`src/rtl/lector_destinos_pkg.sv`:
```
// Shared constants and state encoding for the destination-side reader and
// the other full_logic merge points.
package lector_destinos_pkg;
    localparam int DATA_WIDTH = 6;
    localparam int DEST_BIT   = 4;

    typedef enum logic [2:0] {
        ST_RESET  = 3'd0,
        ST_INIT   = 3'd1,
        ST_IDLE   = 3'd2,
        ST_ACTIVE = 3'd3,
        ST_ERROR  = 3'd4
    } state_t;

    localparam logic SRC_D0 = 1'b0;
    localparam logic SRC_D1 = 1'b1;
endpackage

```
`src/rtl/lector_destinos_if.sv`:
```
// FIFO pop/empty side plus the merged output stream of the destination reader.
interface lector_destinos_if
    import lector_destinos_pkg::*;
#(
    parameter int data_width = DATA_WIDTH
);
    logic                  empty_fifo_D0;
    logic                  empty_fifo_D1;
    logic [data_width-1:0] data_in_D0;
    logic [data_width-1:0] data_in_D1;
    logic                  D0_pop;
    logic                  D1_pop;
    logic                  ready_in;
    logic [data_width-1:0] data_out;
    logic                  valid_out;

    modport slave (
        input  empty_fifo_D0, empty_fifo_D1, data_in_D0, data_in_D1, ready_in,
        output D0_pop, D1_pop, data_out, valid_out
    );

    modport master (
        output empty_fifo_D0, empty_fifo_D1, data_in_D0, data_in_D1, ready_in,
        input  D0_pop, D1_pop, data_out, valid_out
    );
endinterface

```
`src/rtl/lector_destinos_rr_arbiter_2.sv`:
```
// Two-requester round-robin: on contention the one not served last wins.
module rr_arbiter_2 (
    input  logic [1:0] req,
    input  logic       last_served,
    output logic [1:0] grant
);
    always_comb begin
        grant = req;
        if (req == 2'b11)
            grant = last_served ? 2'b01 : 2'b10;
    end
endmodule

```
`src/rtl/lector_destinos.sv`:
```
// Drains the D0/D1 destination FIFOs into one registered stream, checking the
// destination bit of each word and counting words per destination.
module lector_destinos
    import lector_destinos_pkg::*;
#(
    parameter int data_width  = DATA_WIDTH,
    parameter int count_width = 8,
    parameter int dest_bit    = DEST_BIT
) (
    input  logic                   clk,
    input  logic                   reset,
    input  logic                   init,
    lector_destinos_if.slave       bus,
    output logic [count_width-1:0] count_D0,
    output logic [count_width-1:0] count_D1,
    output logic                   idle_out,
    output logic                   active_out,
    output logic                   error_out
);
    localparam logic [count_width-1:0] CNT_MAX = '1;

    state_t                state, state_nxt;
    logic                  last_served;
    logic                  pop_en, pop, mismatch;
    logic [1:0]            req, grant;
    logic [data_width-1:0] word, data_q;
    logic                  valid_q;

    // Pops are gated by state so an asserted reset withdraws them at once.
    assign pop_en = ((state == ST_IDLE) || (state == ST_ACTIVE)) && bus.ready_in;
    assign req    = {~bus.empty_fifo_D1, ~bus.empty_fifo_D0} & {2{pop_en}};

    rr_arbiter_2 u_arb (
        .req        (req),
        .last_served(last_served),
        .grant      (grant)
    );

    assign bus.D0_pop = grant[0];
    assign bus.D1_pop = grant[1];
    assign pop        = |grant;
    assign word       = grant[1] ? bus.data_in_D1 : bus.data_in_D0;
    assign mismatch   = (grant[0] &  bus.data_in_D0[dest_bit])
                      | (grant[1] & ~bus.data_in_D1[dest_bit]);

    always_comb begin
        state_nxt = state;
        case (state)
            ST_RESET:  if (init) state_nxt = ST_INIT;
            ST_INIT:   state_nxt = ST_IDLE;
            ST_IDLE,
            ST_ACTIVE: begin
                if (mismatch)
                    state_nxt = ST_ERROR;
                else if (pop)
                    state_nxt = ST_ACTIVE;
                else if (bus.empty_fifo_D0 && bus.empty_fifo_D1)
                    state_nxt = ST_IDLE;
            end
            ST_ERROR:  if (init) state_nxt = ST_INIT;
            default:   state_nxt = ST_RESET;
        endcase
    end

    always_ff @(posedge clk or negedge reset) begin
        if (!reset) begin
            state       <= ST_RESET;
            last_served <= SRC_D1;
            count_D0    <= '0;
            count_D1    <= '0;
            data_q      <= '0;
            valid_q     <= 1'b0;
        end else begin
            state   <= state_nxt;
            valid_q <= pop;
            if (pop)
                data_q <= word;
            if (state == ST_INIT) begin
                last_served <= SRC_D1;
                count_D0    <= '0;
                count_D1    <= '0;
            end else begin
                if (pop)
                    last_served <= grant[1];
                if (grant[0] && count_D0 != CNT_MAX)
                    count_D0 <= count_D0 + 1'b1;
                if (grant[1] && count_D1 != CNT_MAX)
                    count_D1 <= count_D1 + 1'b1;
            end
        end
    end

    assign bus.data_out  = data_q;
    assign bus.valid_out = valid_q;
    assign idle_out      = (state == ST_IDLE);
    assign active_out    = (state == ST_ACTIVE);
    assign error_out     = (state == ST_ERROR);
endmodule

```
`src/flat_wrapper.sv`:
```
// flat-port wrapper written by rule: the top's interface ports become plain ports
module lector_destinos_flat import lector_destinos_pkg::*;
#(
    parameter int data_width  = DATA_WIDTH,
    parameter int count_width = 8,
    parameter int dest_bit    = DEST_BIT
)
  (clk, reset, init, count_D0, count_D1, idle_out, active_out, error_out, bus_empty_fifo_D0, bus_empty_fifo_D1, bus_data_in_D0, bus_data_in_D1, bus_ready_in, bus_D0_pop, bus_D1_pop, bus_data_out, bus_valid_out);
  lector_destinos_if #(.data_width(data_width)) bus_i ();
  input  logic clk;
  input  logic reset;
  input  logic init;
  output logic [count_width-1:0] count_D0;
  output logic [count_width-1:0] count_D1;
  output logic idle_out;
  output logic active_out;
  output logic error_out;
  input wire logic [$bits(bus_i.empty_fifo_D0)-1:0] bus_empty_fifo_D0;
  input wire logic [$bits(bus_i.empty_fifo_D1)-1:0] bus_empty_fifo_D1;
  input wire logic [$bits(bus_i.data_in_D0)-1:0] bus_data_in_D0;
  input wire logic [$bits(bus_i.data_in_D1)-1:0] bus_data_in_D1;
  input wire logic [$bits(bus_i.ready_in)-1:0] bus_ready_in;
  output wire logic [$bits(bus_i.D0_pop)-1:0] bus_D0_pop;
  output wire logic [$bits(bus_i.D1_pop)-1:0] bus_D1_pop;
  output wire logic [$bits(bus_i.data_out)-1:0] bus_data_out;
  output wire logic [$bits(bus_i.valid_out)-1:0] bus_valid_out;
  assign bus_i.empty_fifo_D0 = bus_empty_fifo_D0;
  assign bus_i.empty_fifo_D1 = bus_empty_fifo_D1;
  assign bus_i.data_in_D0 = bus_data_in_D0;
  assign bus_i.data_in_D1 = bus_data_in_D1;
  assign bus_i.ready_in = bus_ready_in;
  assign bus_D0_pop = bus_i.D0_pop;
  assign bus_D1_pop = bus_i.D1_pop;
  assign bus_data_out = bus_i.data_out;
  assign bus_valid_out = bus_i.valid_out;
  lector_destinos #(.data_width(data_width), .count_width(count_width), .dest_bit(dest_bit)) u_core (.clk(clk), .reset(reset), .init(init), .bus(bus_i), .count_D0(count_D0), .count_D1(count_D1), .idle_out(idle_out), .active_out(active_out), .error_out(error_out));
endmodule
```
`config.mk`:
```
export PLATFORM = sky130hd
export DESIGN_NAME = lector_destinos_flat
export DESIGN_NICKNAME = d
export VERILOG_FILES = /design/src/rtl/lector_destinos_pkg.sv /design/src/rtl/lector_destinos_if.sv /design/src/rtl/lector_destinos_rr_arbiter_2.sv /design/src/rtl/lector_destinos.sv /design/src/flat_wrapper.sv
export SDC_FILE = /design/constraint.sdc
export NUM_CORES = 1
export LEC_CHECK = 0
export CAP_MARGIN = 20
export CORE_MARGIN = 3
export CORE_UTILIZATION = 45
export DETAILED_ROUTE_END_ITERATION = 16
export GPL_TIMING_DRIVEN = 0
export PLACE_DENSITY = 0.84
export RECOVER_POWER = 100
export SLEW_MARGIN = 20
export SYNTH_ARGS = -nofsm -noshare
export SYNTH_HDL_FRONTEND = slang
export SYNTH_SLANG_ARGS = --single-unit
```
`constraint.sdc`:
```
create_clock -name clk -period 2.13 [get_ports clk]
set_input_delay 0.213 -clock clk [delete_from_list [all_inputs] [get_ports clk]]
set_output_delay 0.213 -clock clk [all_outputs]
set_load 0.05 [all_outputs]
```
=== Word-level counts from Yosys, hierarchy flattened ===
Cells that the tools add are included.

* Add/subtract/negate cells: 2
* Equal/unequal tests: 9
* Mux-type cells: 14
* Bitwise gates (word level): 7
* Reduce and logical (&&, ||, !) cells: 13

{| class="wikitable"
|+ Operators with widths
! cell !! number
|-
| 2-to-1 mux 8 bit || 4
|-
| adder 8 x 1 -> 8 bit (second input constant) || 2
|-
| inequality test 8 bit (second input constant) || 2
|-
| 2-to-1 mux 3 bit || 4
|-
| one-hot mux 3 bit (3 select lines) || 1
|-
| equality test 3 x 2 -> 1 bit (second input constant) || 2
|-
| 2-to-1 mux 6 bit || 1
|-
| nonzero test 2 bit || 3
|-
| OR reduction 2 bit || 3
|-
| logical AND 1 bit || 4
|-
| 2-to-1 mux 2 bit || 2
|-
| inequality test 4 x 1 -> 1 bit (second input constant) || 1
|-
| equality test 3 x 1 -> 1 bit (second input constant) || 1
|-
| equality test 3 bit (second input constant) || 1
|-
| zero test 3 bit || 1
|-
| NOT 1 bit || 3
|-
| AND 1 bit || 2
|-
| AND 2 bit || 1
|-
| equality test 2 bit (second input constant) || 1
|-
| 2-to-1 mux 1 bit || 2
|-
| inequality test 2 x 1 -> 1 bit (second input constant) || 1
|-
| AND reduction 2 bit || 1
|-
| logical OR 1 bit || 1
|-
| OR 1 bit || 1
|}

* Register bits: 27
* Input bits: 18
* Output and inout bits: 28
* Word-level logic and storage cells: 51

=== Logic depth before layout (Yosys ltp) ===
* Word-level depth: 10
* Depth in mapped cells: 7
* Depth with buffers taken out: 5

=== Modules after synthesis ===
Synthesis repeated with hierarchy kept, for this count alone.

* Cells, all modules: 146
* Area, all modules: 1402.6 µm²

{| class="wikitable"
|+ By module, submodules not included
! module !! times used !! cells each !! area an instance (µm²) !! sequential area each (µm²)
|-
| lector_destinos || 1 || 143 || 1383.8 || 676.9
|-
| rr_arbiter_2 || 1 || 3 || 18.8 || 0.0
|}

=== Worst setup path after synthesis ===
No wires, ideal clock.

* Kind: reg2reg
* From: register u_core.state[2]
* To: register u_core.count_D1[4]
* Setup time: 0.151 ns
* Arrival: 1.727 ns
* Data required time: 1.979 ns
* Path slack: 0.252 ns
* Stages on the path, launching flop included: 7
* Buffers on the path: 1
* Period minus slack after synthesis: 1.878 ns
* Path through: dfrtp_1 > nand3b_1 > or3_1 > clkbuf_1 > inv_1 > nand4b_1 > mux2i_1

* Cells in the longest elaborated chain, start to end: 8
* Elaborated cells between the ends (all ways): 11
* Those cells by class: eq/ne: 4; mux: 2; bitwise: 1; reduce/logical: 4

{| class="wikitable"
|+ Ends and longest elaborated chain
! element !! RTL line !! RTL
|-
| start: declaration || lector_destinos.sv:22 || <nowiki>state_t state, state_nxt;</nowiki>
|-
| start signal: assignment || lector_destinos.sv:74 || <nowiki>state <= state_nxt;</nowiki>
|-
| equality test 3 x 2 -> 1 bit || lector_destinos.sv:30 || <nowiki>assign pop_en = ((state == ST_IDLE) || (state == ST_ACTIVE)) && bus.ready_in;</nowiki>
|-
| logical OR 1 bit * || lector_destinos.sv:30 ||
|-
| logical AND 1 bit * || lector_destinos.sv:30 ||
|-
| AND 2 bit * || lector_destinos.sv:31 || <nowiki>assign req = {~bus.empty_fifo_D1, ~bus.empty_fifo_D0} & {2{pop_en}};</nowiki>
|-
| equality test 2 bit || lector_destinos_rr_arbiter_2.sv:9 || <nowiki>if (req == 2'b11)</nowiki>
|-
| 2-to-1 mux 2 bit * || lector_destinos_rr_arbiter_2.sv:9 ||
|-
| net bus_D1_pop || flat_wrapper.sv:24 || <nowiki>output wire logic [$bits(bus_i.D1_pop)-1:0] bus_D1_pop;</nowiki>
|-
| logical AND 1 bit * || lector_destinos.sv:87 || <nowiki>if (grant[1] && count_D1 != CNT_MAX)</nowiki>
|-
| nonzero test 2 bit (no line) * || -- ||
|-
| end signal: assignment || lector_destinos.sv:88 || <nowiki>count_D1 <= count_D1 + 1'b1;</nowiki>
|-
| end: declaration || lector_destinos.sv:15 || <nowiki>output logic [count_width-1:0] count_D1,</nowiki>
|}

Mark *: on every way through the listed nets, which the timed path passes. The rest lies on a longest branch.
A chain may end at the register's enable or synchronous reset.

=== Final worst setup path ===
* From: register u_core.state[2]
* To: output port bus_D1_pop

* Cells in the longest elaborated chain, start to end: 6
* Elaborated cells between the ends (all ways): 7
* Those cells by class: eq/ne: 3; mux: 1; bitwise: 1; reduce/logical: 2

{| class="wikitable"
|+ Ends and longest elaborated chain
! element !! RTL line
|-
| equality test 3 x 2 -> 1 bit || lector_destinos.sv:30
|-
| logical OR 1 bit * || lector_destinos.sv:30
|-
| logical AND 1 bit * || lector_destinos.sv:30
|-
| AND 2 bit * || lector_destinos.sv:31
|-
| equality test 2 bit || lector_destinos_rr_arbiter_2.sv:9
|-
| 2-to-1 mux 2 bit * || lector_destinos_rr_arbiter_2.sv:9
|-
| end: declaration || flat_wrapper.sv:24
|}

Every way passes the cells marked *; elsewhere a longest branch is shown, timed or not.

==> results.cfg <==
[status]
status = finished clean

[drt]
ant_nets = 0
post_drt_wl_per_cell_um = 14.7
vias_per_cell = 5.60
drcViolationCount = 0
vias = 1390
drt-pass1-iter-count = 4
drt_iter0_drc = 58
drt-total-wl_um = 3630

[final_layout]
diodes = 0
area_growth_pct = 39.6
final_util = 0.682
n_fill_cell = 245
fin_nets = 227
drive_gt1_frac = 0.0680
layout.cells.non_filler = 248

[worst_setup_path]
crit_path_end_kind = output pin
critPathRequiredTime_ps = 1920
cp_max_fo = 6
r2r_setup_slack_ps = 120
arrival_ps = 1820
setup.worst_path.start_class = flop
crit_type = reg -> out
cp_cell_sequence = nand3b_1 -> or3_1 -> clkbuf_1 -> inv_2 -> buf_6
crit_slowest_cell = dfrtp_1
cpPeakStageDelay_ps = 440

[cts]
cts_tree = yes
htree_levels = 1
cts.sinks = 27
clkTransAtPathRegs_ps = 150
clk-insertion-delay-late_ps = 320
cts_buffer_depth = 2
numCtsBuffers = 3
cts_root_buf = clkbuf_4

[logic_synthesis]
syn_area_sq_mm = 0.00141
yosysTopAreaCellShare = 0.463
ys_ff_latch = 27
synth_nets = 174
synth_top_area_cell = dfrtp_1
synth_area_per_cell_sq_um = 9.13
ys_types = 39
ys_warn_count = 0
synth_ff_type = dfrtp_1
synth.most_common_cell = dfrtp_1
syn_inst = 154
postSynth.asyncResetShare = 1.00
synthTopCellsByArea = dfrtp_1 46%, nand2_1 5.6%, nor2_1 4.0%
ys_seq_area_frac = 0.481
synth_edf_count = 0
ys_top_cells_by_count = 26 x dfrtp_1, 21 x nand2_1, 15 x nor2_1

[placed_design]
place_congestion = 0.938
dp.cells = 241
dp_hpwl_um = 2840
portBuffers = 45

[timing]
slew_headroom = 0.0465
skew_ps = 4.99
fin_setup_tns_ps = 0
finalCritPeriodShare = 0.955
layout_min_cycle_time_ps = 2030
worstMarginPinSlew_ps = 1430
finalHoldViolations = 0
fmax_mhz = 492
drv_slew = 0
setup_violations = 0

[global_routing]
antenna_found_initial = 0
overflow = 0
grt_use_total = 0.206
grt_pass1_wl_um = 5960
grt_pass1_vias = 1380
grt_max_degree = 28

[pwr]
peakVddDrop_mv = 0.795
p_leak_uw = 0.000816
powerDensity_mw_per_mm2 = 1070

[flow_run]
maxCapViolations = 0

[die]
dieHeight_um = 61.9
core_area_sq_mm = 0.00288
start_util = 0.489
die_w_um = 61.9
pin_count = 46
dieArea_sq_mm = 0.00383
rows = 19

[hold_path]
holdCritPathClass = in -> reg
[sequential cells by signal, summed over array words and instances (netlist names)]
| signal | flops |
|---|---|
| u_core.last_served | 1 |
| u_core.bus.data_out | 6 |
| u_core.count_D1 | 8 |
| u_core.state | 3 |
| u_core.bus.valid_out | 1 |
| u_core.count_D0 | 8 |
[metrics by stage]
stage | instance area, sq um | hold WS (ps) | total power [uW] | worst slack [ps]
global placement | 1910 | 518 | 1850 | -419
CTS | 1950 | 421 | 2110 | 10.5
detailed placement | 1910 | 256 | 1890 | -449
floorplan | 1410 | -82.6 | 1490 | 252
finish | 1960 | 436 | 2100 | 96.5
global route | 1960 | 439 | 2230 | -2.45
[per-layer routing]
metal,vias up,track usage,share of wire
met1,664,0.262,0.42
met4,0,0.0455,0.0083
met3,4,0.0393,0.066
met2,51,0.363,0.51
li1,671,-,-
met5,-,0,0
[logic make-up after synthesis]
kind of cell,after synthesis,share of synthesized area
multiplexers,5,0.0356
AND/OR/NAND/NOR,71,0.252
AO/OA/AOI/OAI,36,0.178
flip-flops,27,0.481
buffers and inverters,13,0.0356
adder cells (fa/ha/maj),2,0.0178
[where the power goes]
part / internal (uW) / total [uW] / leakage, uW / switching [uW]
Clock: 71.7 / 225 / 0.0000139 / 153
Combinational: 373 / 1120 / 0.000450 / 748
Sequential: 644 / 757 / 0.000353 / 113
Total: 1090 / 2100 / 0.000816 / 1010
[worst max-delay path, delay by kind of cell (launching register included)]
| family | cells | cell delay, ps |
|---|---|---|
| flops | 1 | 440 |
| buf+inv | 3 | 460 |
| simple gates | 2 | 590 |
[path summary, 6_finish.rpt]
kind | startpoint | end | cells after the start
worst min-delay path | bus_data_in_D0[2] | u_core.bus.data_out[2] | 3
worst max-delay path | u_core.state[2] | bus_D1_pop | 5
min in group asynchronous | reset | u_core.count_D0[7] | 2
worst max register to register | u_core.state[2] | u_core.count_D1[2] | 6
max in group asynchronous | reset | u_core.count_D1[3] | 2
worst min register to register | u_core.count_D1[0] | u_core.count_D1[0] | 1
[layout by cell type, fill, tap and decap left out, types with 4 or more instances in the layout]
| cell type | Yosys | routed |
|---|---|---|
| clkdlybuf4s50_1 | 0 | 39 |
| dfrtp_1 | 26 | 26 |
| nand2_1 | 21 | 21 |
| nor2_1 | 15 | 15 |
| a21oi_1 | 7 | 7 |
| a31oi_1 | 7 | 7 |
| inv_1 | 7 | 6 |
| nand3_1 | 6 | 6 |
| nor3_1 | 6 | 5 |
| mux2i_1 | 5 | 5 |
| clkbuf_1 | 3 | 4 |
| o21ai_0 | 4 | 4 |
| or4_1 | 4 | 4 |
[area by class of cell]
| type | instances | area (sq um) | share of cell area |
|---|---|---|---|
| plain buffers | 5 | 20.0 | 0.0102 |
| clock buffers | 3 | 22.5 | 0.0115 |
| clock inverters | 1 | 7.51 | 0.00382 |
| inverters | 8 | 30.0 | 0.0153 |
| multi-input cells | 114 | 692 | 0.352 |
| flip-flops and latches | 27 | 677 | 0.345 |
| well taps | 42 | 52.6 | 0.0268 |
| repair buffers | 48 | 462 | 0.235 |
[timing repair]
item / in CTS / in global routing
hold buffers: 1 / 0
hold endpoints to repair: 26 / 0
setup buffers: 0 / 2
resized for setup: 11 / 5
setup endpoints to repair: 5 / 4
Power figures use the tool's default switching activity.
